--- config.mk ---
export PLATFORM = sky130hd
export DESIGN_NAME = btn_conditioner
export DESIGN_NICKNAME = d
export VERILOG_FILES = /design/src/rtl/watch_pkg.sv /design/src/rtl/btn_debounce.sv /design/src/rtl/btn_conditioner.sv
export SDC_FILE = /design/constraint.sdc
export NUM_CORES = 1
export LEC_CHECK = 0
export CAP_MARGIN = 5
export CORE_ASPECT_RATIO = 0.75
export CORE_MARGIN = 5
export CORE_UTILIZATION = 35
export CTS_BUF_LIST = sky130_fd_sc_hd__clkbuf_8
export CTS_CLUSTER_DIAMETER = 200
export DETAILED_ROUTE_END_ITERATION = 7
export GPL_ROUTABILITY_DRIVEN = 0
export GPL_TIMING_DRIVEN = 1
export MAX_ROUTING_LAYER = met4
export PLACE_DENSITY = 0.5
export SYNTH_ARGS = -nofsm -noshare
export SYNTH_HDL_FRONTEND = slang
export SYNTH_SLANG_ARGS = --single-unit
--- constraint.sdc ---
create_clock -name clk -period 2.5 [get_ports clk]
set_input_delay 0.625 -clock clk [delete_from_list [all_inputs] [get_ports clk]]
set_output_delay 0.625 -clock clk [all_outputs]
set_load 0.03 [all_outputs]
--- src/rtl/watch_pkg.sv ---
// Shared constants for the watch button front end.
// Button indices double as the issue priority: a lower index wins arbitration.
`timescale 1ns/1ps
package watch_pkg;

  localparam int NUM_BTN = 4;

  // Priority order, highest first.
  localparam int BTN_TIME_SET = 0;
  localparam int BTN_MODE     = 1;
  localparam int BTN_INC      = 2;
  localparam int BTN_DEC      = 3;

  // Default tuning for a typical system clock.
  localparam int DEF_DEBOUNCE_CYCLES = 16;
  localparam int DEF_REPEAT_DELAY    = 64;
  localparam int DEF_REPEAT_RATE     = 16;
  localparam int DEF_MIN_GAP         = 2;
  localparam int DEF_CNT_W           = 8;

  typedef logic [NUM_BTN-1:0] btn_vec_t;

  // One-hot grant of the lowest-index (highest-priority) request, or zero.
  function automatic btn_vec_t pick_first(input btn_vec_t req);
    btn_vec_t g;
    g = '0;
    for (int i = NUM_BTN - 1; i >= 0; i--) begin
      if (req[i]) begin
        g    = '0;
        g[i] = 1'b1;
      end
    end
    return g;
  endfunction

endpackage

--- src/rtl/btn_debounce.sv ---
// One button channel: two-flop synchronizer, stability counter and
// debounced level. 'rise' is high in the cycle whose closing edge raises the
// debounced level, so the issue stage can latch the event on that same edge.
`timescale 1ns/1ps
module btn_debounce #(
  parameter int DEBOUNCE_CYCLES = 16,
  parameter int CNT_W           = 8
) (
  input  logic clk,
  input  logic reset,
  input  logic raw,
  output logic level,
  output logic rise
);

  localparam logic [CNT_W-1:0] CNT_LAST = CNT_W'(DEBOUNCE_CYCLES - 1);

  logic [1:0]       sync_reg;
  logic [CNT_W-1:0] cnt_reg, cnt_next;
  logic             level_reg, level_next;
  logic             mismatch;
  logic             accept;

  // Mismatch run length decides when the synchronized value is trusted.
  always_comb begin
    mismatch   = sync_reg[1] ^ level_reg;
    accept     = mismatch && (cnt_reg == CNT_LAST);
    cnt_next   = '0;
    level_next = level_reg;
    if (accept) begin
      level_next = ~level_reg;
    end else if (mismatch) begin
      cnt_next = cnt_reg + 1'b1;
    end
  end

  // Synchronizer, counter and debounced level registers.
  always_ff @(posedge clk) begin
    if (!reset) begin
      sync_reg  <= '0;
      cnt_reg   <= '0;
      level_reg <= 1'b0;
    end else begin
      sync_reg  <= {sync_reg[0], raw};
      cnt_reg   <= cnt_next;
      level_reg <= level_next;
    end
  end

  assign level = level_reg;
  assign rise  = accept & ~level_reg;

endmodule

--- src/rtl/btn_conditioner.sv ---
// Raw push-buttons to single-cycle state-machine events.
// Each button is debounced, every accepted press becomes a pending event, and
// events are issued one at a time by fixed priority with an idle gap between
// them. Define BTN_AUTOREPEAT_EN to build auto-repeat for increment/decrement
// while repeat_en is high; without it repeat_en is ignored.
`timescale 1ns/1ps
module btn_conditioner
  import watch_pkg::*;
#(
  parameter int DEBOUNCE_CYCLES = DEF_DEBOUNCE_CYCLES,
  parameter int REPEAT_DELAY    = DEF_REPEAT_DELAY,
  parameter int REPEAT_RATE     = DEF_REPEAT_RATE,
  parameter int MIN_GAP         = DEF_MIN_GAP,
  parameter int CNT_W           = DEF_CNT_W
) (
  input  logic clk,
  input  logic reset,
  input  logic btn_mode_raw,
  input  logic btn_time_set_raw,
  input  logic btn_increment_raw,
  input  logic btn_decrement_raw,
  input  logic repeat_en,
  output logic btn_mode,
  output logic btn_time_set,
  output logic btn_increment,
  output logic btn_decrement,
  output logic busy
);

  // The gap counter covers the pulse cycle plus MIN_GAP idle cycles; the next
  // pulse may land in the cycle where it has just reached zero.
  localparam logic [CNT_W-1:0] GAP_LOAD = CNT_W'(MIN_GAP + 1);
  localparam logic [CNT_W-1:0] GAP_ONE  = CNT_W'(1);

  btn_vec_t         raw_vec;
  btn_vec_t         level_vec;
  btn_vec_t         rise_vec;
  btn_vec_t         rpt_set_vec;
  btn_vec_t         pending_reg, pending_next;
  btn_vec_t         grant;
  btn_vec_t         out_reg;
  logic [CNT_W-1:0] gap_cnt_reg, gap_cnt_next;
  logic             issue_ok;

  assign raw_vec[BTN_TIME_SET] = btn_time_set_raw;
  assign raw_vec[BTN_MODE]     = btn_mode_raw;
  assign raw_vec[BTN_INC]      = btn_increment_raw;
  assign raw_vec[BTN_DEC]      = btn_decrement_raw;

  generate
    for (genvar gi = 0; gi < NUM_BTN; gi++) begin : g_btn
      btn_debounce #(
        .DEBOUNCE_CYCLES (DEBOUNCE_CYCLES),
        .CNT_W           (CNT_W)
      ) u_debounce (
        .clk   (clk),
        .reset (reset),
        .raw   (raw_vec[gi]),
        .level (level_vec[gi]),
        .rise  (rise_vec[gi])
      );
    end
  endgenerate

`ifdef BTN_AUTOREPEAT_EN
  logic [CNT_W-1:0] rpt_cnt_reg, rpt_cnt_next;
  logic             rpt_armed_reg, rpt_armed_next;
  logic             rpt_active;
  logic             rpt_fire;

  localparam logic [CNT_W-1:0] DELAY_LAST = CNT_W'(REPEAT_DELAY - 1);
  localparam logic [CNT_W-1:0] RATE_LAST  = CNT_W'(REPEAT_RATE - 1);

  // Repeat only when exactly one of inc/dec is held; anything else restarts.
  assign rpt_active = repeat_en & (level_vec[BTN_INC] ^ level_vec[BTN_DEC]);

  // Initial delay, then a fixed rate, measured from the debounced acceptance.
  always_comb begin
    rpt_cnt_next   = '0;
    rpt_armed_next = 1'b0;
    rpt_fire       = 1'b0;
    if (rpt_active) begin
      if (!rpt_armed_reg && (rpt_cnt_reg == DELAY_LAST)) begin
        rpt_fire       = 1'b1;
        rpt_armed_next = 1'b1;
      end else if (rpt_armed_reg && (rpt_cnt_reg == RATE_LAST)) begin
        rpt_fire       = 1'b1;
        rpt_armed_next = 1'b1;
      end else begin
        rpt_cnt_next   = rpt_cnt_reg + 1'b1;
        rpt_armed_next = rpt_armed_reg;
      end
    end
  end

  // Repeat counter state.
  always_ff @(posedge clk) begin
    if (!reset) begin
      rpt_cnt_reg   <= '0;
      rpt_armed_reg <= 1'b0;
    end else begin
      rpt_cnt_reg   <= rpt_cnt_next;
      rpt_armed_reg <= rpt_armed_next;
    end
  end

  // A repeat tick re-requests whichever of inc/dec is the one being held.
  always_comb begin
    rpt_set_vec          = '0;
    rpt_set_vec[BTN_INC] = rpt_fire & level_vec[BTN_INC];
    rpt_set_vec[BTN_DEC] = rpt_fire & level_vec[BTN_DEC];
  end

  wire unused_levels = level_vec[BTN_TIME_SET] ^ level_vec[BTN_MODE];
`else
  assign rpt_set_vec = '0;

  wire unused_rpt = repeat_en ^ (^level_vec)
                    ^ (^CNT_W'(REPEAT_DELAY)) ^ (^CNT_W'(REPEAT_RATE));
`endif

  assign issue_ok = (gap_cnt_reg <= GAP_ONE);

  // Arbitration: highest-priority pending event, only outside the gap window.
  always_comb begin
    grant = '0;
    if (issue_ok) begin
      grant = pick_first(pending_reg);
    end
  end

  // New presses and repeat ticks merge into one-deep pending flags.
  always_comb begin
    pending_next = (pending_reg & ~grant) | rise_vec | rpt_set_vec;
  end

  // Gap counter reloads on every issue and drains to zero.
  always_comb begin
    gap_cnt_next = gap_cnt_reg;
    if (|grant) begin
      gap_cnt_next = GAP_LOAD;
    end else if (gap_cnt_reg != '0) begin
      gap_cnt_next = gap_cnt_reg - 1'b1;
    end
  end

  // Pending flags, gap counter and registered event pulses.
  always_ff @(posedge clk) begin
    if (!reset) begin
      pending_reg <= '0;
      gap_cnt_reg <= '0;
      out_reg     <= '0;
    end else begin
      pending_reg <= pending_next;
      gap_cnt_reg <= gap_cnt_next;
      out_reg     <= grant;
    end
  end

  assign btn_time_set  = out_reg[BTN_TIME_SET];
  assign btn_mode      = out_reg[BTN_MODE];
  assign btn_increment = out_reg[BTN_INC];
  assign btn_decrement = out_reg[BTN_DEC];
  assign busy          = (|pending_reg) | (gap_cnt_reg != '0);

endmodule

### Word level (Yosys, flattened, before mapping)

Index checks and enable logic that the tools add are counted.
Widths: inputs -> output; s select.

| storage, ports and cells | value |
|---|---|
| register bits | 60 |
| bits in latches | 0 |
| RAM bits | 0 |
| ROM bits | 0 |
| input port bits | 7 |
| output and inout bits | 5 |
| logic and storage cells | 67 |
| memories kept | 0 |

| cells by class | value |
|---|---|
| $add $sub $neg | 5 |
| multiply operators | 0 |
| div/mod/pow operators | 0 |
| order comparisons | 1 |
| eq/ne operators | 4 |
| shift operators | 0 |
| multiplexer cells | 7 |
| bitwise gates (word level) | 21 |
| reductions and logical operators | 13 |

Operator list:

| operator | number |
|---|---|
| $add 8x1->8 const B | 4 |
| $eq 8x4->1 const B | 4 |
| $mux 4 | 5 |
| $reduce_or 3->1 | 4 |
| $not 1->1 | 9 |
| $le 8x1->1 const B | 1 |
| $reduce_bool 8->1 | 1 |
| $reduce_or 4->1 | 2 |
| $sub 8x1->8 const B | 1 |
| $reduce_or 5->1 | 1 |
| $and 1x1->1 | 4 |
| $and 4x4->4 | 1 |
| $logic_and 1x1->1 | 4 |
| $mux 2 | 2 |
| $not 4->4 | 1 |
| $or 4x4->4 | 1 |
| $xor 1x1->1 | 4 |
| $reduce_bool 2->1 | 1 |
| $or 1x1->1 | 1 |

### Depth between registers and ports, before layout

Gate-level depths: netlist (run 1).

| depth | value |
|---|---|
| word-level depth | 8 |
| gate-level depth with buffers | 5 |
| depth with buffers taken out | 5 |

### Hierarchy

A second synthesis (run 1) with hierarchy kept.

| second synthesis, totals | value |
|---|---|
| cells, all modules | 265 |
| area total of the unflattened synthesis | 2467.4 sq um |

By module, submodules not included:

| module | times used | cells an instance | area each (sq um) | seq. area each (sq um) |
|---|---|---|---|---|
| btn_debounce | 4 | 48 | 437.9 | 220.2 |
| btn_conditioner | 1 | 73 | 715.7 | 320.3 |

### Worst setup path after synthesis (run 1)

No wires, ideal clock.

| timing | value |
|---|---|
| kind | register to output |
| start | reg gap_cnt_reg[0] |
| end | out busy |
| arrival time | 1672 ps |
| data required time | 1875 ps |
| path slack | 203 ps |
| stages on the path, launching flop included | 5 |
| buffers on the path | 0 |
| cells stage by stage | dfxtp_1 > inv_1 > ha_1 > or3b_1 > or4_1 |

| between the ends | value |
|---|---|
| word-level cells in the longest chain between the ends | 2 |

RTL lines:

| what | line | RTL |
|---|---|---|
| from (decl) | btn_conditioner.sv:42 | `logic [CNT_W-1:0] gap_cnt_reg, gap_cnt_next;` |
| from (signal assigned) | btn_conditioner.sv:155 | `gap_cnt_reg <= gap_cnt_next;` |
| $reduce_bool 8->1 | btn_conditioner.sv:164 | `assign busy = (\|pending_reg) \| (gap_cnt_reg != '0);` |
| $or 1x1->1 | btn_conditioner.sv:164 |  |
| to (decl) | btn_conditioner.sv:27 | `output logic busy` |

Every way passes these cells.

### Final worst setup path (run 1)

| timing | value |
|---|---|
| start | reg gap_cnt_reg[1] |
| end | out busy |

Same word-level chain as after synthesis.

==> results of run 1 <==
==> layer usage <==
layer / track usage [%] / vias to the layer above / routed length [um]
met4: 6.51 / 0 / 82
met1: 14.6 / 889 / 2390
li1: - / 1055 / -
met5: - / - / 0
met2: 20.3 / 26 / 2020
met3: 3.57 / 9 / 183
==> per-stage QoR <==
stage / cells / setup TNS, ns
finish: 399 / 0
floorplan: 267 / 0
CTS: 399 / -0.0116
global placement: 374 / -0.113
detailed placement: 374 / -0.130
global route: 399 / -0.132
==> cells by family (layout without fill, tap and decap cells) <==
group           Yosys count  in the layout
simple gates            109            109
fa+ha+maj                 6              6
xor+xnor                 18             18
flops                    60             60
buf+inv                  20             68
compound gates           54             54
==> cells in the final DEF, fill, tap and decap left out, types with 2 or more instances in the layout <==
cell / Yosys / layout
sky130_fd_sc_hd__xor2_1: 8 / 8
sky130_fd_sc_hd__nand2_1: 11 / 11
sky130_fd_sc_hd__o21ai_0: 20 / 20
sky130_fd_sc_hd__xnor2_1: 10 / 10
sky130_fd_sc_hd__a211oi_1: 4 / 2
sky130_fd_sc_hd__o211ai_1: 5 / 5
sky130_fd_sc_hd__and2_1: 9 / 9
sky130_fd_sc_hd__nand3_1: 13 / 13
sky130_fd_sc_hd__clkdlybuf4s50_1: 0 / 9
sky130_fd_sc_hd__clkbuf_8: 0 / 12
sky130_fd_sc_hd__o31ai_1: 3 / 3
sky130_fd_sc_hd__nor2_1: 20 / 19
sky130_fd_sc_hd__or4_1: 7 / 6
sky130_fd_sc_hd__nand4_1: 6 / 6
sky130_fd_sc_hd__a211oi_2: 1 / 3
sky130_fd_sc_hd__dfxtp_1: 60 / 58
sky130_fd_sc_hd__o41ai_1: 2 / 2
sky130_fd_sc_hd__or4_4: 3 / 4
sky130_fd_sc_hd__nor4_1: 6 / 6
sky130_fd_sc_hd__ha_1: 6 / 5
sky130_fd_sc_hd__or3_1: 17 / 17
sky130_fd_sc_hd__a21oi_1: 17 / 17
sky130_fd_sc_hd__clkinv_2: 0 / 2
sky130_fd_sc_hd__bufinv_16: 0 / 2
sky130_fd_sc_hd__and3_1: 2 / 2
sky130_fd_sc_hd__inv_1: 15 / 13
sky130_fd_sc_hd__or3_2: 2 / 2
sky130_fd_sc_hd__dfxtp_2: 0 / 2
sky130_fd_sc_hd__buf_4: 0 / 27
sky130_fd_sc_hd__inv_2: 0 / 2
sky130_fd_sc_hd__nor2b_1: 3 / 3
==> worst max-delay path: stages (launching register included) <==
cell                      delay (ns)
sky130_fd_sc_hd__dfxtp_2        0.32
sky130_fd_sc_hd__inv_2          0.07
sky130_fd_sc_hd__ha_4           0.13
sky130_fd_sc_hd__or3b_4         0.37
sky130_fd_sc_hd__or4_4          0.48
sky130_fd_sc_hd__buf_6          0.15
==> worst max-delay path by stage <==
stage	from	to	slack [ns]
final	gap_cnt_reg[1]	busy	0.02
after global routing	gap_cnt_reg[0]	busy	-0.04
after CTS	gap_cnt_reg[6]	busy	-0.01
after detailed placement	gap_cnt_reg[0]	busy	-0.13
after global placement	gap_cnt_reg[0]	busy	-0.11
after floorplan	gap_cnt_reg[0]	busy	0.20
==> power by group <==
group | switching, W | internal [W]
Combinational | 0.000352 | 0.000404
Sequential | 0.0000274 | 0.00101
Clock | 0.000351 | 0.000639
==> final cells by class <==
cell class	count	area share, %
clock buffer	12	5.29
timing repair buffer	37	9.73
multi-input combinational	187	39.0
tap	84	3.36
clock inverter	4	2.24
inverter	15	1.80
sequential	60	38.5
==> repair_timing <==
| item | CTS | global route |
|---|---|---|
| buffers inserted | 9 | 0 |
| gates resized for setup | 14 | 5 |
| setup endpoints to repair | 1 | 6 |
| pin swaps | 3 | 3 |
==> impl_metrics.tcl, run 1 <==
set metrics [dict create \
    grt_start_max_net_pins 14 \
    drt-initial-drc-count 52 \
    netlist_instances 267 \
    mappedNetlistNets 280 \
    max_clock_freq_mhz 402 \
    synthMuxAreaShare_pct 0 \
    power.total_w 0.00278 \
    cts_root_cell "sky130_fd_sc_hd__clkbuf_8" \
    synth_top_area_share_pct 48.7 \
    placement.cell_area_sq_mm 0.00278 \
    placementRows 26 \
    yosysWarnings 0 \
    timing.hold.worst.class "reg2reg" \
    dp_slack_ns -0.130 \
    totalWireLength_um 4670 \
    register_to_register_setup_slack_ns 0.07 \
    rsz0062_at_grt "yes" \
    netlist_top_cells_count "sky130_fd_sc_hd__dfxtp_1 (60), sky130_fd_sc_hd__nor2_1 (20), sky130_fd_sc_hd__o21ai_0 (20)" \
    run_status "completed" \
    clkTransAtPathRegs_ns 0.06 \
    cp-end-kind "primary output" \
    period_needed_ns 2.48 \
    dp.final_hpwl_um 3310 \
    post_synth_instance_area_sq_mm 0.00247 \
    finalSetupViolations 0 \
    core-area_sq_mm 0.00683 \
    synth_xor_area_share_pct 6.39 \
    p_leak_nw 1.15 \
    tritoncts_num_sinks 60 \
    design.portCount 12 \
    num_antenna_cells 0 \
    synth_top_cell_by_area "sky130_fd_sc_hd__dfxtp_1" \
    max-slew-margin-rel_pct 54.3 \
    final_core_utilization_pct 45.7 \
    vdd_ir_drop_max_mv 0.280 \
    width_of_the_die_um 107 \
    hold_start "g_btn[3].u_debounce.sync_reg[0]" \
    remaining_drc_errors 0 \
    reg2reg_depth 15 \
    htree_levels 3 \
    sequential_cell_area_in_the_final_layout_sq_mm 0.00120 \
    count_of_nets_after_finishing 323 \
    cts.hold.buffers_added 0 \
    post_route_cells_drive_above_1_share_pct 20.0 \
    synth_top_family_by_area "simple AND/OR/NAND/NOR gates" \
    worst_setup_path_start_kind "flip-flop" \
    clkLatencyLatePin_ns 0.33 \
    regToRegStartpoint "gap_cnt_reg[1]" \
    timing.critical_path.arrival_ns 1.86 \
    viasPerCell 4.96 \
    cp_max_fo 2 \
    synth_area_per_cell_sq_um 9.24 \
    criticalPathCategory "reg2out" \
    flow.area_growth_from_synthesis_pct 26.6 \
    post-route-cell-area_sq_mm 0.00312 \
    min_to "g_btn[3].u_debounce.sync_reg[1]" \
    final.period_utilization_pct 99.4 \
    antenna_left 0 \
    numCtsBuffers 9 \
    synth_cell_type_count 37 \
    place.port_buffers 10 \
    die_area_sq_mm 0.00885 \
    max_cap_viol_count 0 \
    multiInputGateArea_sq_mm 0.00122 \
    synth-seq-area-share_pct 48.7 \
    timing.final.ws_setup_ns 0.0153 \
    asyncSetResetFlopFracSynth_pct 0 \
    effective_utilization_at_floorplan_pct 36.1 \
    synthesized_area_fraction_occupied_by_ao_oa_aoi_and_oai_cells_pct 13.0 \
    yosys.area_share.adder_pct 3.04 \
    synth_simple_gate_area_share_pct 25.5 \
    vertical_extent_of_the_die_um 82.7 \
    transition_time_at_the_pin_with_the_least_slew_margin_ns 0.683 \
    synthFlopType "sky130_fd_sc_hd__dfxtp_1" \
    clockBufferDepth 2 \
    hold_violations 0 \
    routedWlPerCell_um 11.7 \
    post_synth_main_area_contributors "sky130_fd_sc_hd__dfxtp_1 (49%), sky130_fd_sc_hd__or3_1 (4.3%), sky130_fd_sc_hd__o21ai_0 (4.1%)" \
    cts_tree "done" \
    antenna_found_initial 0 \
    grt_first_pass_wirelength_um 8540 \
    ys_seq_elements 60 \
    number_of_global_route_vias_before_repair 1925 \
    slew_viol_final 0 \
    worstHoldPathCells 1 \
    synth.most_common_cell "sky130_fd_sc_hd__dfxtp_1" \
    via_count 1979 \
    synth_enable_flop_cells 0 \
    globalRouteOverflowTotal 0 \
    hold_ws_ns 0.427 \
    cp.required_ns 1.88 \
    layout.filler_cells 667 \
    fin_skew_ns 0.00600 \
    drtPass1Iterations 4 \
    critical_path.reg2reg.endpoint "out_reg[3]" \
    p_per_area_mw_per_mm2 891 \
    grt_usage_pct 12.6 \
    largest_register_ff_count 32 \
]
No activity file was read; power rests on OpenSTA's default activity.
==> inputs of run 2 (changes only) <==
--- a/config.mk
+++ b/config.mk
@@ -7,7 +7,7 @@
 export LEC_CHECK = 0
 export CAP_MARGIN = 5
 export CORE_ASPECT_RATIO = 0.75
-export CORE_MARGIN = 5
+export CORE_MARGIN = 2
 export CORE_UTILIZATION = 35
 export CTS_BUF_LIST = sky130_fd_sc_hd__clkbuf_8
 export CTS_CLUSTER_DIAMETER = 200
@@ -16,6 +16,7 @@
 export GPL_TIMING_DRIVEN = 1
 export MAX_ROUTING_LAYER = met4
 export PLACE_DENSITY = 0.5
+export RECOVER_POWER = 100
 export SYNTH_ARGS = -nofsm -noshare
 export SYNTH_HDL_FRONTEND = slang
 export SYNTH_SLANG_ARGS = --single-unit
==> run 2 against run 1 <==
  * Combinational power is 18% lower
  * Largest cell class is now sequential cells
  * Largest power group unchanged
  * Via count is 3.3% lower
  * Die area is 12% lower
  * Clock power is 28% lower
  * Worst hold slack better by 0.0053 ns
  * Worst setup slack better by 0.012 ns
  * Utilization is 2.5 points lower
  * Clock skew is 0.0020 ns higher
==> impl_metrics.tcl, run 2 (synthesis results as in run 1) <==
set metrics [dict create \
    drt-initial-drc-count 58 \
    final.period_utilization_pct 98.9 \
    combinationalPowerShare_pct 26.0 \
    cts_tree "done" \
    final_core_utilization_pct 43.2 \
    power_frac_clock_pct 30.1 \
    net-switching-power_w 0.000686 \
    hold_violations 0 \
    seq_power_share_pct 43.8 \
    via_count 1914 \
    worst_setup_path_start_kind "flip-flop" \
    max-slew-margin-rel_pct 55.5 \
    dp.final_hpwl_um 3120 \
    totalWireLength_um 4500 \
    antenna_found_initial 0 \
    critical_path.reg2reg.endpoint "gap_cnt_reg[6]" \
    cp_max_fo 2 \
    grt_usage_pct 13.8 \
    numCtsBuffers 9 \
    rsz0062_at_grt "yes" \
    num_antenna_cells 0 \
    grt_start_max_net_pins 13 \
    register_to_register_setup_slack_ns 0.61 \
    number_of_global_route_vias_before_repair 1828 \
    globalRouteOverflowTotal 0 \
    vdd_ir_drop_max_mv 0.316 \
    die_area_sq_mm 0.00774 \
    p_per_area_mw_per_mm2 803 \
    htree_levels 3 \
    placement.cell_area_sq_mm 0.00278 \
    design.portCount 12 \
    finish.cell_count_without_fillers 390 \
    effective_utilization_at_floorplan_pct 36.1 \
    post-place-cells 374 \
    width_of_the_die_um 101 \
    clkTransAtPathRegs_ns 0.06 \
    tritoncts_num_sinks 60 \
    timing.critical_path.arrival_ns 1.85 \
    remaining_drc_errors 0 \
    post_route_cells_drive_above_1_share_pct 14.1 \
    cts_root_cell "sky130_fd_sc_hd__clkbuf_8" \
    slew_viol_final 0 \
    clockBufferDepth 2 \
    finalSetupViolations 0 \
    p_sw_share_pct 28.9 \
    run_status "completed" \
    regToRegStartpoint "gap_cnt_reg[1]" \
    cell_internal_pwr_w 0.00168 \
    largest_register_ff_count 32 \
    vertical_extent_of_the_die_um 76.7 \
    max_clock_freq_mhz 404 \
    critPathLaunch "gap_cnt_reg[4]" \
    drtPass1Iterations 6 \
    cts.hold.buffers_added 0 \
    cp.required_ns 1.88 \
    layout.filler_cells 693 \
    routedWlPerCell_um 11.5 \
    setup.worst_path.end "busy" \
    fin_skew_ns 0.00800 \
    place.port_buffers 10 \
    grt_first_pass_wirelength_um 8350 \
    count_of_nets_after_finishing 314 \
    criticalPathCategory "reg2out" \
    flow.area_growth_from_synthesis_pct 19.7 \
    max_cap_viol_count 0 \
    period_needed_ns 2.47 \
    transition_time_at_the_pin_with_the_least_slew_margin_ns 0.667 \
    most-common-layout-cells "sky130_fd_sc_hd__dfxtp_1 (57), sky130_fd_sc_hd__nor2_1 (20), sky130_fd_sc_hd__o21ai_0 (20)" \
    reg2reg_depth 6 \
    final_common_cell "sky130_fd_sc_hd__dfxtp_1" \
    clkLatencyLatePin_ns 0.33 \
    p_leak_nw 1.09 \
    post-route-cell-area_sq_mm 0.00295 \
    post_cts.repair.setup_buffers 0 \
    timing.hold.worst.class "reg2reg" \
    antenna_left 0 \
    placementRows 26 \
    viasPerCell 4.91 \
    cp-end-kind "primary output" \
    core-area_sq_mm 0.00683 \
]
run 2: cell type report:
class                      count  area, sq um  area share [%]
inverter                      15         56.3            1.91
sequential                    60         1200            40.8
multi-input combinational    187         1200            40.6
tap                           84          105            3.56
timing repair buffer          28          225            7.62
clock buffer                  10          138            4.66
clock inverter                 6         25.0           0.847
run 2: through the flow:
stage	worst slack (ns)	hold slack, ns	power [W]	TNS [ns]
after floorplan	0.203	0.412	0.00145	0
after global placement	-0.117	0.416	0.00166	-0.117
after detailed placement	-0.140	0.420	0.00166	-0.140
after CTS	-0.0108	0.436	0.00242	-0.0108
after global routing	-0.0427	0.444	0.00253	-0.0427
final	0.0268	0.432	0.00237	0
run 2: repair_timing:
action                                  CTS  global route
hold endpoints to repair                  0             0
gates cloned                              0             0
pin swaps                                 3             1
gates resized for setup                  14             1
endpoints found under the setup margin    1             1
run 2: how the worst min path moves through the flow:
stage / startpoint / end / slack, ns / depth (start not counted)
3_3_place_gp: g_btn[0].u_debounce.sync_reg[0] / g_btn[0].u_debounce.sync_reg[1] / 0.42 / 1
6_report: g_btn[3].u_debounce.sync_reg[0] / g_btn[3].u_debounce.sync_reg[1] / 0.43 / 1
4_1_cts: g_btn[3].u_debounce.sync_reg[0] / g_btn[3].u_debounce.sync_reg[1] / 0.44 / 1
5_1_grt: g_btn[3].u_debounce.sync_reg[0] / g_btn[3].u_debounce.sync_reg[1] / 0.44 / 1
2_1_floorplan: g_btn[0].u_debounce.sync_reg[0] / g_btn[0].u_debounce.sync_reg[1] / 0.41 / 1
3_5_place_dp: g_btn[1].u_debounce.sync_reg[0] / g_btn[1].u_debounce.sync_reg[1] / 0.42 / 1
run 2: power by group through the flow:
stage	sequential (W)	combinational, W	clock, W
finish	0.00104	0.000617	0.000715
global route	0.00104	0.000688	0.000799
CTS	0.00104	0.000635	0.000747
detailed placement	0.00105	0.000604	0
global placement	0.00105	0.000609	0
floorplan	0.00107	0.000378	0
run 2: critical path, stage by stage, from the launching register on:
cell and delay, ns:
sky130_fd_sc_hd__dfxtp_1 0.31, sky130_fd_sc_hd__or4_4 0.53, sky130_fd_sc_hd__or4_4 0.52, sky130_fd_sc_hd__buf_6 0.15
run 2: layer usage:
| layer | vias up | global-route usage, % | routed length [um] | part of all wire [%] |
|---|---|---|---|---|
| met2 | 20 | 18.6 | 1770 | 39 |
| li1 | 1031 | - | - | - |
| met1 | 858 | 18.8 | 2500 | 56 |
| met4 | 0 | 4.46 | 50 | 1.1 |
| met5 | - | - | 0 | 0 |
| met3 | 5 | 5.74 | 176 | 3.9 |
==> inputs of run 3 (changes only) <==
--- a/config.mk
+++ b/config.mk
@@ -5,7 +5,7 @@
 export SDC_FILE = /design/constraint.sdc
 export NUM_CORES = 1
 export LEC_CHECK = 0
-export CAP_MARGIN = 5
+export CAP_MARGIN = 40
 export CORE_ASPECT_RATIO = 0.75
 export CORE_MARGIN = 2
 export CORE_UTILIZATION = 35
@@ -17,6 +17,7 @@
 export MAX_ROUTING_LAYER = met4
 export PLACE_DENSITY = 0.5
 export RECOVER_POWER = 100
+export SETUP_SLACK_MARGIN = 0.02
 export SYNTH_ARGS = -nofsm -noshare
 export SYNTH_HDL_FRONTEND = slang
 export SYNTH_SLANG_ARGS = --single-unit
==> results of run 3 <==
Final layout, timing and power as in run 2 (identical DEF).
==> patch 1 (settings of run 1) <==
The option `BTN_AUTOREPEAT_EN` is turned on by a define.
--- a/src/rtl/btn_conditioner.sv
+++ b/src/rtl/btn_conditioner.sv
@@ -4,6 +4,8 @@
 // them. Define BTN_AUTOREPEAT_EN to build auto-repeat for increment/decrement
 // while repeat_en is high; without it repeat_en is ignored.
 `timescale 1ns/1ps
+`define BTN_AUTOREPEAT_EN
+
 module btn_conditioner
   import watch_pkg::*;
 #(
Formal check against the unedited RTL: same outputs for any inputs over 10 cycles, from zero or initial values and one cycle with reset low; that may be too few to reach the edited logic, so the function may still have changed.
==> patch 1 against run 1 <==
- global-route usage is 0.26 points lower
- count of clock-buffer cells in the layout shrank 2
- first-iteration DRC count grew 140%
- design area grew 10%
- sequential cell count increased by 9
- maximum frequency rose by 2.8%
- hold slack worse by 0.0015 ns
- sequential power up 13%
- area after synthesis up 17%
- total power rose by 0.79%
- wire length grew 15%
- worst setup slack improved by 0.069 ns
==> patch 1: results (changes against run 1) <==
[global_route]
gr-usage-met1_pct = 15.2  ; +0.61 points
busiest_layer = met2
grt_pass1_vias = 2079  ; +8.0%
grt_util_met2_pct = 17.8  ; -2.5 points
grt_pass1_wl_um = 9430  ; +10%
grt_max_degree = 13  ; -1
gr-usage-met3_pct = 4.99  ; +1.4 points
grt.total_usage_pct = 12.4  ; -0.26 points

[cts]
clk_path_buf_depth = 2  ; unchanged
worstSkewPairLatency_ns = 0.34
cts.htree.levels = 3  ; unchanged

[setup_path]
crit_start = gap_cnt_reg[2]
r2r_cells = 4  ; -11
critPathMaxStageDelay_ns = 0.54  ; +0.06 ns
r2r_slack_ns = 0.68  ; +0.61 ns
r2r-end = gap_cnt_reg[7]
arrival_ns = 1.79  ; -0.07 ns
endpoint = busy
path_delay_family = simple AND/OR/NAND/NOR gates

[detailed_routing]
wl_met2_um = 2190  ; +8.5%
top_layer = met4
wl_per_cell_um = 11.9  ; +1.7%
wl_met3_um = 230  ; +26%
drtIter0Drc = 126  ; +140%
viasPerCell = 4.89  ; -1.3%
m1WireLength_um = 2830  ; +19%

[power_and_ir_drop]
pwr-share-seq_pct = 42.2  ; +4.9 points
power.switching_mw = 0.713  ; -2.3%
clkPwrFrac_pct = 38.6  ; +3.0 points
irDropWorstVdd_v = 0.000526  ; +88%
p_leak_nw = 1.23  ; +7.1%
p_seq_mw = 1.18  ; +13%

[timing]
whs_ns = 0.425  ; -0.00147 ns
tightestPinTransition_ns = 0.673  ; -0.0104 ns
clock_skew_ns = 0.00943  ; +0.00343 ns
worst_slack_ns = 0.0840  ; +0.0687 ns

[synth]
synth_fa_ha_area_share_pct = 3.04  ; about the same
ys_top_cells_by_area = dfxtp_1 (48%), or3_1 (3.9%), xnor2_1 (3.6%)
synthMuxAreaShare_pct = 0  ; unchanged
synth_top_cells_by_count = dfxtp_1 (69), nor2_1 (21), o21ai_0 (20)
syn_nets = 325  ; +16%
synth_compound_area_share_pct = 14.9  ; +1.9 points
synth_xor_area_share_pct = 6.69  ; +0.30 points
yosys.cell_types.count = 40  ; +8.1%
ys_seq_area_share_pct = 48.0  ; -0.72 points

[outcome]
outcome = complete, no violations

[placed_design]
port_buffers = 11  ; +1
place_ws_ns = -0.121  ; +0.00892 ns
dp_hpwl_um = 3810  ; +15%

[worst_hold_path]
holdCritStartpoint = g_btn[1].u_debounce.sync_reg[0]
hold_path_end = g_btn[1].u_debounce.sync_reg[1]

[cells_and_area]
drive_gt1_share_pct = 10.4  ; -9.6 points
fin_nets = 354  ; +9.6%

[patch 1: changes by cell type after synthesis, moves of 3 or more]
| cell | delta |
|---|---|
| a211oi_1 | +3 |
| nand3_1 | +3 |
| dfxtp_1 | +9 |
| nor3_1 | +3 |
| or4_1 | +5 |
| nand4_1 | -4 |
| nand2_1 | +7 |
[patch 1: what timing repair did]
item	4_1_cts	5_1_grt
endpoints found under the setup margin	1	0
setup buffers	0	0
resized for setup	7	0
[patch 1: layout make-up]
| cell class | instances | area (um^2) |
|---|---|---|
| flip-flops and latches | 69 | 1380 |
| well taps | 105 | 131 |
| multi-input cells | 221 | 1420 |
| clock inverters | 6 | 103 |
| inverters | 14 | 52.6 |
| fillers | 790 | 4510 |
| repair buffers | 25 | 216 |
| clock buffers | 10 | 138 |
[patch 1: stage by stage]
step,area (um^2),utilization [%],std cells
floorplan,2880,-,311
global placement,3200,40.2,434
detailed placement,3200,40.2,434
CTS,3440,43.3,450
global route,3440,43.3,450
finish,3440,43.3,450
==> patch 2 (settings of run 1) <==
Without the edit above. Register the output `btn_mode`, cleared by the reset; this adds one clock of latency there. The other outputs are not delayed to match.
--- a/src/rtl/btn_conditioner.sv
+++ b/src/rtl/btn_conditioner.sv
@@ -158,7 +158,13 @@
   end
 
   assign btn_time_set  = out_reg[BTN_TIME_SET];
-  assign btn_mode      = out_reg[BTN_MODE];
+  always_ff @(posedge clk) begin
+    if (!reset) begin
+      btn_mode <= '0;
+    end else begin
+      btn_mode <= out_reg[BTN_MODE];
+    end
+  end
   assign btn_increment = out_reg[BTN_INC];
   assign btn_decrement = out_reg[BTN_DEC];
   assign busy          = (|pending_reg) | (gap_cnt_reg != '0);
Check against the original RTL: same outputs for any inputs over 10 cycles, from zero or initial values and one cycle with reset low; that may be too few to reach the edited logic, so the function may still have changed.
==> patch 2 against run 1 <==
- wire length rose by 3.6%
- hold slack improved by 0.0096 ns
- area after synthesis rose by 1.5%
- clock skew fell by 0.00063 ns
- highest routed layer unchanged
- largest cell class is now registers
- worst setup slack got worse by 0.0028 ns
- design area fell by 3.1%
- sequential cell count rose by 1
- total power fell by 12%
==> patch 2: results (changes against run 1) <==
[outcome]
outcome = complete, no violations

[timing]
clock_skew_ns = 0.00537  ; -0.000632 ns
whs_ns = 0.436  ; +0.00957 ns

[placed_design]
dp_hpwl_um = 3450  ; +4.2%
port_buffers = 10  ; unchanged
placed_area_um2 = 2840  ; +2.1%

[power_and_ir_drop]
irDropWorstVdd_v = 0.000599  ; +110%
p_leak_nw = 1.11  ; -3.7%

[cells_and_area]
nNonClkInverters = 13  ; -2
drive_gt1_share_pct = 15.0  ; -5.0 points
fin_nets = 316  ; -2.2%
n_clock_buffer = 12  ; unchanged
nonClkBufAreaFrac_pct = 7.81  ; -1.9 points
multi_input_comb_area_um2 = 1210  ; -0.72%
num-multi-input-gates = 190  ; +1.6%
nNonClkBuffers = 28  ; -24%
fillerInstances = 726  ; +8.8%

[setup_path]
path_depth = 3  ; -2
r2r_cells = 4  ; -11
r2r_slack_ns = 0.60  ; +0.53 ns
r2r-start = gap_cnt_reg[2]
critPathMaxStageDelay_ns = 0.54  ; +0.06 ns
crit_start = pending_reg[0]

[synth]
ys_async_sr_fraction_pct = 0  ; unchanged
ys_seq_elements = 61  ; +1.7%
syn_nets = 281  ; +0.36%
synth_top_cells_by_count = dfxtp_1 (61), a21oi_1 (23), nor2_1 (22)
ys_seq_area_share_pct = 48.8  ; +0.094 points

[global_route]
grt_pass1_wl_um = 8650  ; +1.3%
antenna_found_initial = 0  ; unchanged
grt.total_usage_pct = 12.4  ; -0.26 points
grt_max_degree = 17  ; +3

[detailed_routing]
dr_total_vias = 1941  ; -1.9%
drtIter0Drc = 81  ; +56%

[cts]
post-cts-setup-buffers = 0  ; -9

==> patch 2: cell types whose count changed after synthesis, moves of 3 or more <==
cell      delta
nor2b_1      -3
nand4b_1     +3
nand2_1      -5
o41ai_1      +3
nand3_1      +3
or3_1        -3
a21oi_1      +6
==> patch 2: per-layer routing <==
layer	vias to the layer above	track usage (%)	part of all wire, %
met5	-	-	0
met4	0	5.50	1.7
met3	7	3.80	3.2
met2	21	16.1	37
met1	864	17.3	58
li1	1049	-	-
==> patch 2: power breakdown <==
group	switching, mW	internal [mW]	leakage (nW)	total (mW)
sequential	0.0246	1.02	0.495	1.05
combinational	0.316	0.298	0.522	0.614
clock	0.368	0.433	0.0905	0.801
total	0.709	1.75	1.11	2.46
==> patch 2: how the worst min path moves through the flow <==
stage	end	startpoint	cells after the start
final	g_btn[0].u_debounce.sync_reg[1]	g_btn[0].u_debounce.sync_reg[0]	1
after global routing	g_btn[1].u_debounce.cnt_reg[0]	g_btn[1].u_debounce.cnt_reg[0]	1
after CTS	btn_mode	out_reg[1]	1
after detailed placement	btn_mode	out_reg[1]	1
after global placement	g_btn[0].u_debounce.sync_reg[1]	g_btn[0].u_debounce.sync_reg[0]	1
after floorplan	btn_mode	out_reg[1]	1
==> patch 2: cell families after synthesis <==
group,synth area share [%]
xor gates and xnor gates,5.95
buffers and inverters,2.85
AOI/OAI and AO/OA,14.1
adders and majority gates,3.00
and+or+nand+nor,25.3
DFF,48.8
==> patch 2: repair_timing <==
item | CTS | global route
pin swaps | 1 | 0
setup endpoints to repair | 1 | 1
gates resized for setup | 7 | 1
==> patch 2: metrics by stage <==
step	setup slack (ns)	instances	utilization [%]
floorplan	0.259	268	-
global placement	-0.169	390	41.2
detailed placement	-0.180	390	41.2
CTS	-0.00789	405	43.9
global route	-0.0487	405	43.9
finish	0.0125	405	43.9
